<file path="src/rtl/scale_ctrl.sv">
// Scale-mode controller and frame-buffer read-address sequencer for the display path.
// Latency: 2 cycles to addr_out, 2+BRAM_LATENCY to pixel_valid_out; no back-pressure, one pixel/cycle.
module scale_ctrl #(
   parameter int FB_WIDTH     = 240,
   parameter int FB_HEIGHT    = 320,
   parameter int BRAM_LATENCY = 2
) (
   input  logic        clk_in,
   input  logic        rst_n_in,
   input  logic        btn_in,
   input  logic        new_frame_in,
   input  logic [10:0] hcount_in,
   input  logic [9:0]  vcount_in,
   output logic [1:0]  scale_out,
   output logic        change_pending_out,
   output logic [16:0] addr_out,
   output logic        addr_valid_out,
   output logic        pixel_valid_out,
   output logic [10:0] hcount_out,
   output logic [9:0]  vcount_out
);

   localparam int          DEPTH = 2 + BRAM_LATENCY;
   localparam logic [10:0] FB_W  = 11'(FB_WIDTH);
   localparam logic [9:0]  FB_H  = 10'(FB_HEIGHT);

   logic [1:0]  staged;
   logic [1:0]  staged_nxt;
   logic        btn_q;
   logic        btn_rise;
   logic [1:0]  shift_h;
   logic        shift_v;
   logic [10:0] sh_c;
   logic [9:0]  sv_c;
   logic        valid_c;
   logic [10:0] sh_q;
   logic [9:0]  sv_q;
   logic        valid0_q;
   logic [16:0] addr_c;

   logic [DEPTH-1:0] pv_pipe;
   logic [10:0]      h_pipe [DEPTH];
   logic [9:0]       v_pipe [DEPTH];

   function automatic logic [1:0] next_scale(input logic [1:0] s);
      case (s)
         2'b00:   next_scale = 2'b11;
         2'b11:   next_scale = 2'b10;
         2'b10:   next_scale = 2'b00;
         default: next_scale = 2'b11;
      endcase
   endfunction

   // A press coincident with new_frame_in is folded into the scale taken at that boundary.
   always_comb begin
      btn_rise   = btn_in & ~btn_q;
      staged_nxt = btn_rise ? next_scale(staged) : staged;
   end

   always_ff @(posedge clk_in or negedge rst_n_in) begin
      if (!rst_n_in) begin
         btn_q              <= 1'b0;
         staged             <= 2'b00;
         scale_out          <= 2'b00;
         change_pending_out <= 1'b0;
      end else begin
         btn_q              <= btn_in;
         staged             <= staged_nxt;
         change_pending_out <= (staged != scale_out);
         if (new_frame_in) begin
            scale_out <= staged_nxt;
         end
      end
   end

   always_comb begin
      shift_h = 2'd0;
      shift_v = 1'b0;
      case (scale_out)
         2'b10: begin shift_h = 2'd2; shift_v = 1'b1; end
         2'b11: begin shift_h = 2'd1; shift_v = 1'b1; end
         default: ;
      endcase
      sh_c    = hcount_in >> shift_h;
      sv_c    = vcount_in >> shift_v;
      valid_c = (sh_c < FB_W) && (sv_c < FB_H);
   end

   generate
      if (FB_WIDTH == 240) begin : g_mul240
         // 240*sv as 256*sv - 16*sv keeps the multiply out of a DSP.
         always_comb begin
            addr_c = ({7'd0, sv_q} << 8) - ({7'd0, sv_q} << 4) + {6'd0, sh_q};
         end
      end else begin : g_mul_generic
         always_comb begin
            addr_c = 17'(17'(sv_q) * 17'(FB_WIDTH)) + {6'd0, sh_q};
         end
      end
   endgenerate

   always_ff @(posedge clk_in or negedge rst_n_in) begin
      if (!rst_n_in) begin
         sh_q           <= '0;
         sv_q           <= '0;
         valid0_q       <= 1'b0;
         addr_out       <= '0;
         addr_valid_out <= 1'b0;
      end else begin
         sh_q           <= sh_c;
         sv_q           <= sv_c;
         valid0_q       <= valid_c;
         addr_out       <= valid0_q ? addr_c : '0;
         addr_valid_out <= valid0_q;
      end
   end

   always_ff @(posedge clk_in or negedge rst_n_in) begin
      if (!rst_n_in) begin
         pv_pipe <= '0;
         for (int i = 0; i < DEPTH; i++) begin
            h_pipe[i] <= '0;
            v_pipe[i] <= '0;
         end
      end else begin
         pv_pipe[0] <= valid_c;
         h_pipe[0]  <= hcount_in;
         v_pipe[0]  <= vcount_in;
         for (int i = 1; i < DEPTH; i++) begin
            pv_pipe[i] <= pv_pipe[i-1];
            h_pipe[i]  <= h_pipe[i-1];
            v_pipe[i]  <= v_pipe[i-1];
         end
      end
   end

   assign pixel_valid_out = pv_pipe[DEPTH-1];
   assign hcount_out      = h_pipe[DEPTH-1];
   assign vcount_out      = v_pipe[DEPTH-1];

endmodule

</file>
<file path="config.mk">
export PLATFORM = sky130hd
export DESIGN_NAME = scale_ctrl
export DESIGN_NICKNAME = d
export VERILOG_FILES = /design/src/rtl/scale_ctrl.sv
export SDC_FILE = /design/constraint.sdc
export NUM_CORES = 1
export LEC_CHECK = 0
export ABC_AREA = 1
export BUFFER_PORTS_ARGS = -buffer_cell sky130_fd_sc_hd__buf_2
export CORE_AREA = 5 5 101 94
export CTS_BUF_LIST = sky130_fd_sc_hd__clkbuf_4
export CTS_CLUSTER_DIAMETER = 100
export DETAILED_ROUTE_END_ITERATION = 16
export DIE_AREA = 0 0 106 99
export GPL_ROUTABILITY_DRIVEN = 0
export PLACE_DENSITY = 0.95
export SYNTH_ARGS = -nofsm -noshare
export SYNTH_HDL_FRONTEND = slang
export SYNTH_SLANG_ARGS = --single-unit
</file>
<file path="constraint.sdc">
create_clock -name clk_in -period 3.9 [get_ports clk_in]
set_clock_uncertainty 0.2 [all_clocks]
set_input_delay 0 -clock clk_in [delete_from_list [all_inputs] [get_ports clk_in]]
set_output_delay 0 -clock clk_in [all_outputs]
set_load 0.1 [all_outputs]
</file>
; Yosys cells after proc, flatten, opt, wreduce, memory -nomap -nowiden
; Index checks and enable logic that the tools add are counted.
[totals]
regBits = 134
out_inout_bits = 43
word_cells = 38
[op_classes]
add_sub_neg = 2
n_lt_le_gt_ge = 2
eq_ne = 5
n_shift = 2
n_mux = 5
n_bitwise = 2
reduce_logical = 2
[ops]
columns = operator, count
row1 = $add A17 B11 Y17, 1
row2 = $mux W17, 1
row3 = $sub A17 B14 Y17, 1
row4 = $lt A11 B8 Y1 const B, 1
row5 = $shr A11 B2 Y11, 1
row6 = $lt A10 B9 Y1 const B, 1
row7 = $shr A10 B1 Y10, 1
row8 = $eq A2 B2 Y1 const B, 4
row9 = $pmux W2 S2, 2
row10 = $mux W2, 1
row11 = $ne A2 B2 Y1, 1
row12 = $reduce_or A2 Y1, 1
row13 = $and A1 B1 Y1, 1
row14 = $logic_and A1 B1 Y1, 1
row15 = $mux W1, 1
row16 = $not A1 Y1, 1

; Depth between registers and ports, before layout
[logic_depth]
depth_word = 6
mapped_depth = 13
mapped_depth_nobuf = 13

; Least setup slack after synthesis
; OpenSTA, ideal clock, no wires.
[synth_path]
path_type = reg-to-reg
from = register sh_q[10]
to = register addr_out[15]
setup_time_ns = 0.119
arrival_time_ns = 1.827
required_time_ns = 3.581
slack_ns = 1.754
path_stages_with_launch = 13
n_path_buf = 0
period_less_slack_ns = 2.146
cell_sequence = dfrtp_1 inv_1 fa_1 inv_1 ha_1 nand2_1 inv_2 nand2_1 nand2_1 a21oi_1 nand3_1 nand2_1 nor2_1
[synth_between]
elab_chain_len = 2
[synth_lines]
columns = element, line_no
row1 = "start, declared", 36  ; logic [10:0] sh_q;
row2 = "start signal, assigned", 104  ; sh_q <= '0;
row3 = "start signal, assigned", 110  ; sh_q <= sh_c;
row4 = $add A17 B11 Y17, 93  ; addr_c = ({7'd0, sv_q} << 8) - ({7'd0, sv_q} << 4) + {6'd0, sh_q};
row5 = $mux W17, 113  ; addr_out <= valid0_q ? addr_c : '0;
row6 = "end signal, assigned", 113
row7 = "end, declared", 16  ; output logic [16:0] addr_out,
; Every way passes these cells.
; A chain may end at the register's enable or synchronous reset.

; Worst setup path in the final report
[layout_path]
from = register sh_q[9]
to = register addr_out[14]
; Same word-level chain as after synthesis.

==> impl_results.md <==
- Number of buffers inserted by hold repair at cts: 48
- Total of buffers placed on input and output ports: between 60 and 70
- Sequential Area: 3303 sq um
- Clock-pin transition on the worst setup and hold timing paths: between 0.1 and 0.15 ns
- Num Clock Sinks: approximately 130
- Number of iterations in the first detailed-routing pass: 5
- Leading cell type in the layout, fill and taps excluded: dfrtp_1
- Mean cell area of the mapped netlist: 10.69 sq um
- Maximum fanout along the worst path: 5
- Max Clock Freq: approximately 410 MHz
- CTS-repair resized insts: 0
- Synthesis-to-layout area growth: 21.98%
- Most used cells in the layout excluding fill and tap cells: dfrtp_1 (132), nand2_1 (122), buf_2 (66)
- Hold Vio Cnt, Final: 0
- Wire length of the first global-routing pass: approximately 19000 um
- Number of synthesis warnings: 0
- Routed length per placed instance: approximately 16 um
- #FFs+latches synth: roughly 130
- Antenna violations before repair: 1
- Number of global-route vias before repair: 3895
- Remaining global-route overflow: 0
- Worst setup SP type: flip-flop
- RSZ-0062 raised after global routing: no
- Total core area: about 8300 sq um
- Detailed Route WL: between 10000 and 15000 um
- Dominant register cell in the synthesized netlist: dfrtp_1
- Fraction of synthesized cell area taken by the top area cell type: between 60% and 70%
- Power density over the cells: 666.1 nW/um^2
- Synthesized netlist cell count: 484
- Cell accounting for the most synthesized area: dfrtp_1
- Floorplan die area: 10490 sq um
- Number of standard cells in the layout, taps in and fillers out: about 710
- Via count: approximately 3700
- Number of enable-type register cells in the synthesized netlist: 0
- Synth area leaders: dfrtp_1 (64%), nand2_1 (8.8%), ha_1 (5.3%), inv_1 (4.7%), buf_4 (3.0%)
- Total global-route track usage: 23.43%
- Number of nets at the end of the flow: 645
- Placed cell count: 630
- Final setup vio count: 0
- MaxCap Viol Count: 0
- Leak Pwr: between 3 and 4 nW
- Maximum VDD drop: between 0.0003 and 0.0004 V
- Final number of max-transition violations: 0
- Number of H-tree branching levels: 4
- Required @ worst endpoint: roughly 4.2 ns
- Overall power of the completed layout: about 4.2 mW
- CTS buffer count: 17
- Row Count: 32
- Number of library cell types mapped by synthesis: 32
- Post-route DRC violation count: 0
- Placed cell areas: 5465 sq um
- Worst hold path class: in2reg
- Data arrival time of the worst path: 2.71 ns
- Clock tree from TritonCTS: done
- Syn nets: approximately 530
- Fill count: around 500
- Latest clock arrival within the worst-skew pair: about 0.54 ns
- Initial Util: 62.14%
- Area of the multi-input gates: approximately 1400 sq um
- Worst-Margin Slew: around 0.76 ns
- Vias per std cell: about 5.2
- Die height: 99 um
- Clock buffer depth: 2
- Final instance area: 6312 sq um
- Fraction of registers with async set or reset after synthesis: 100.0%
- Final period utilization: approximately 63%
- Result of the run: completed
- Worst relative slew slack: slightly below 50%
- Startpoint-to-endpoint class of the critical path: reg2reg
- Largest net degree at the start of global routing: a little under 80
- Clock tree root buffer cell: clkbuf_4
- Sequential cell area fraction in the yosys report: a little under two thirds
- Detail Placement HPWL: roughly 6700 um
- Critical Path Sink Type: flip-flop
- Post CTS Setup Buffer Count: 0
- Netlist Area Pre-Place: 5175 sq um
- Final critical delay including setup and external delays: ~2.5 ns
- Share of layout cells above drive strength 1: a little under a quarter
- Die boundary width: approximately 110 um
- Post-Route Setup TNS: 0 ns
- Antenna violation net count after detailed routing: 0
- Count of boundary I/O pins: just under 70
- Detailed Route Iter0 Violations: between 200 and 250
## stage by stage
step / utilization [%] / worst slack (ns) / hold WS, ns
after floorplan: - / 1.754 / -0.4956
after global placement: 65.63 / 1.682 / -0.07647
after detailed placement: 65.63 / 1.584 / -0.07618
after CTS: 75.77 / 1.466 / 0.002882
after global routing: 75.80 / 1.299 / 0.009277
final: 75.80 / 1.436 / 0.02731
## cells by family (layout without fill, tap and decap cells)
| family | after synthesis | after routing | share of synthesized area (%) |
|---|---|---|---|
| AO/OA/AOI/OAI | 43 | 43 | 5.368 |
| XOR/XNOR | 2 | 2 | 0.3386 |
| adder cells (fa/ha/maj) | 25 | 25 | 6.480 |
| buffers and inverters | 105 | 229 | 9.478 |
| flip-flops | 132 | 132 | 63.83 |
| multiplexers | 1 | 1 | 0.2176 |
| other | 0 | 1 | 0 |
| AND/OR/NAND/NOR | 176 | 176 | 14.29 |
## sequential cells by signal, indices dropped and copies added (netlist names)
name,flops
vcount_out,10
sv_q,10
v_pipe,30
pv_pipe,4
hcount_out,11
addr_out,17
sh_q,11
scale_out,2
h_pipe,33
change_pending_out,1
btn_q,1
staged,2
## worst paths after layout
| path | slack [ns] | startpoint | end | depth (start not counted) |
|---|---|---|---|---|
| setup / recovery | 1.44 | sh_q[9]$_DFF_PN0_ | addr_out[14]$_DFF_PN0_ | 12 |
| min in group asynchronous | 0.41 | rst_n_in | addr_out[11]$_DFF_PN0_ | 4 |
| setup reg to reg | 1.44 | sh_q[9]$_DFF_PN0_ | addr_out[14]$_DFF_PN0_ | 12 |
| hold / removal | 0.03 | vcount_in[5] | sv_q[4]$_DFF_PN0_ | 4 |
| max in group asynchronous | 2.79 | rst_n_in | h_pipe[43]$_DFF_PN0_ | 4 |
| hold reg to reg | 0.16 | v_pipe[32]$_DFF_PN0_ | v_pipe[22]$_DFF_PN0_ | 0 |
## critical path: stages, from the launching register on
cell and delay [ns]:
dfrtp_1 0.35, inv_1 0.07, fa_1 0.55, inv_1 0.05, ha_1 0.36, nand2_1 0.10, inv_2 0.05, nand2_1 0.07
nand2_1 0.07, a21oi_1 0.25, nand3_1 0.13, nand2_1 0.07, nor2_1 0.06
## report_power, final
part | total, mW | switching [mW] | leakage [nW] | internal (mW)
clock network | 1.08 | 0.550 | 0.183 | 0.529
logic | 1.54 | 1.13 | 1.60 | 0.410
registers | 1.59 | 0.0840 | 1.59 | 1.50
## Yosys cell counts (2+ instances only)
cell type,count
o221ai_2,3
nand2_2,5
inv_1,65
o21bai_2,2
nand2_1,122
nor2_1,26
o21ai_0,11
inv_2,13
fa_1,3
dfrtp_1,132
nand2_4,2
a21oi_1,16
o21ai_1,5
clkinv_1,2
o221ai_1,2
buf_2,2
buf_4,21
a21oi_2,2
buf_6,2
nor2_2,2
nor3_2,3
nor3_1,2
ha_1,22
nand3_1,11
## area by class of cell
cell class,count,share of cell area [%]
antenna,1,0.03964
clock buffer,17,2.022
clock inverter,15,3.469
inverter,80,4.757
multi-input combinational,247,21.88
sequential,132,52.33
tap,102,2.022
timing repair buffer,117,13.48
## layer usage
| layer | GRT usage [%] | vias to the layer above | routed length (um) |
|---|---|---|---|
| li1 | - | 1698 | - |
| met1 | 27.58 | 1791 | 4314 |
| met2 | 40.78 | 161 | 5808 |
| met3 | 6.811 | 32 | 665 |
| met4 | 9.064 | 0 | 276 |
| met5 | 0 | - | 0 |
No activity file was read; power rests on OpenSTA's default activity.
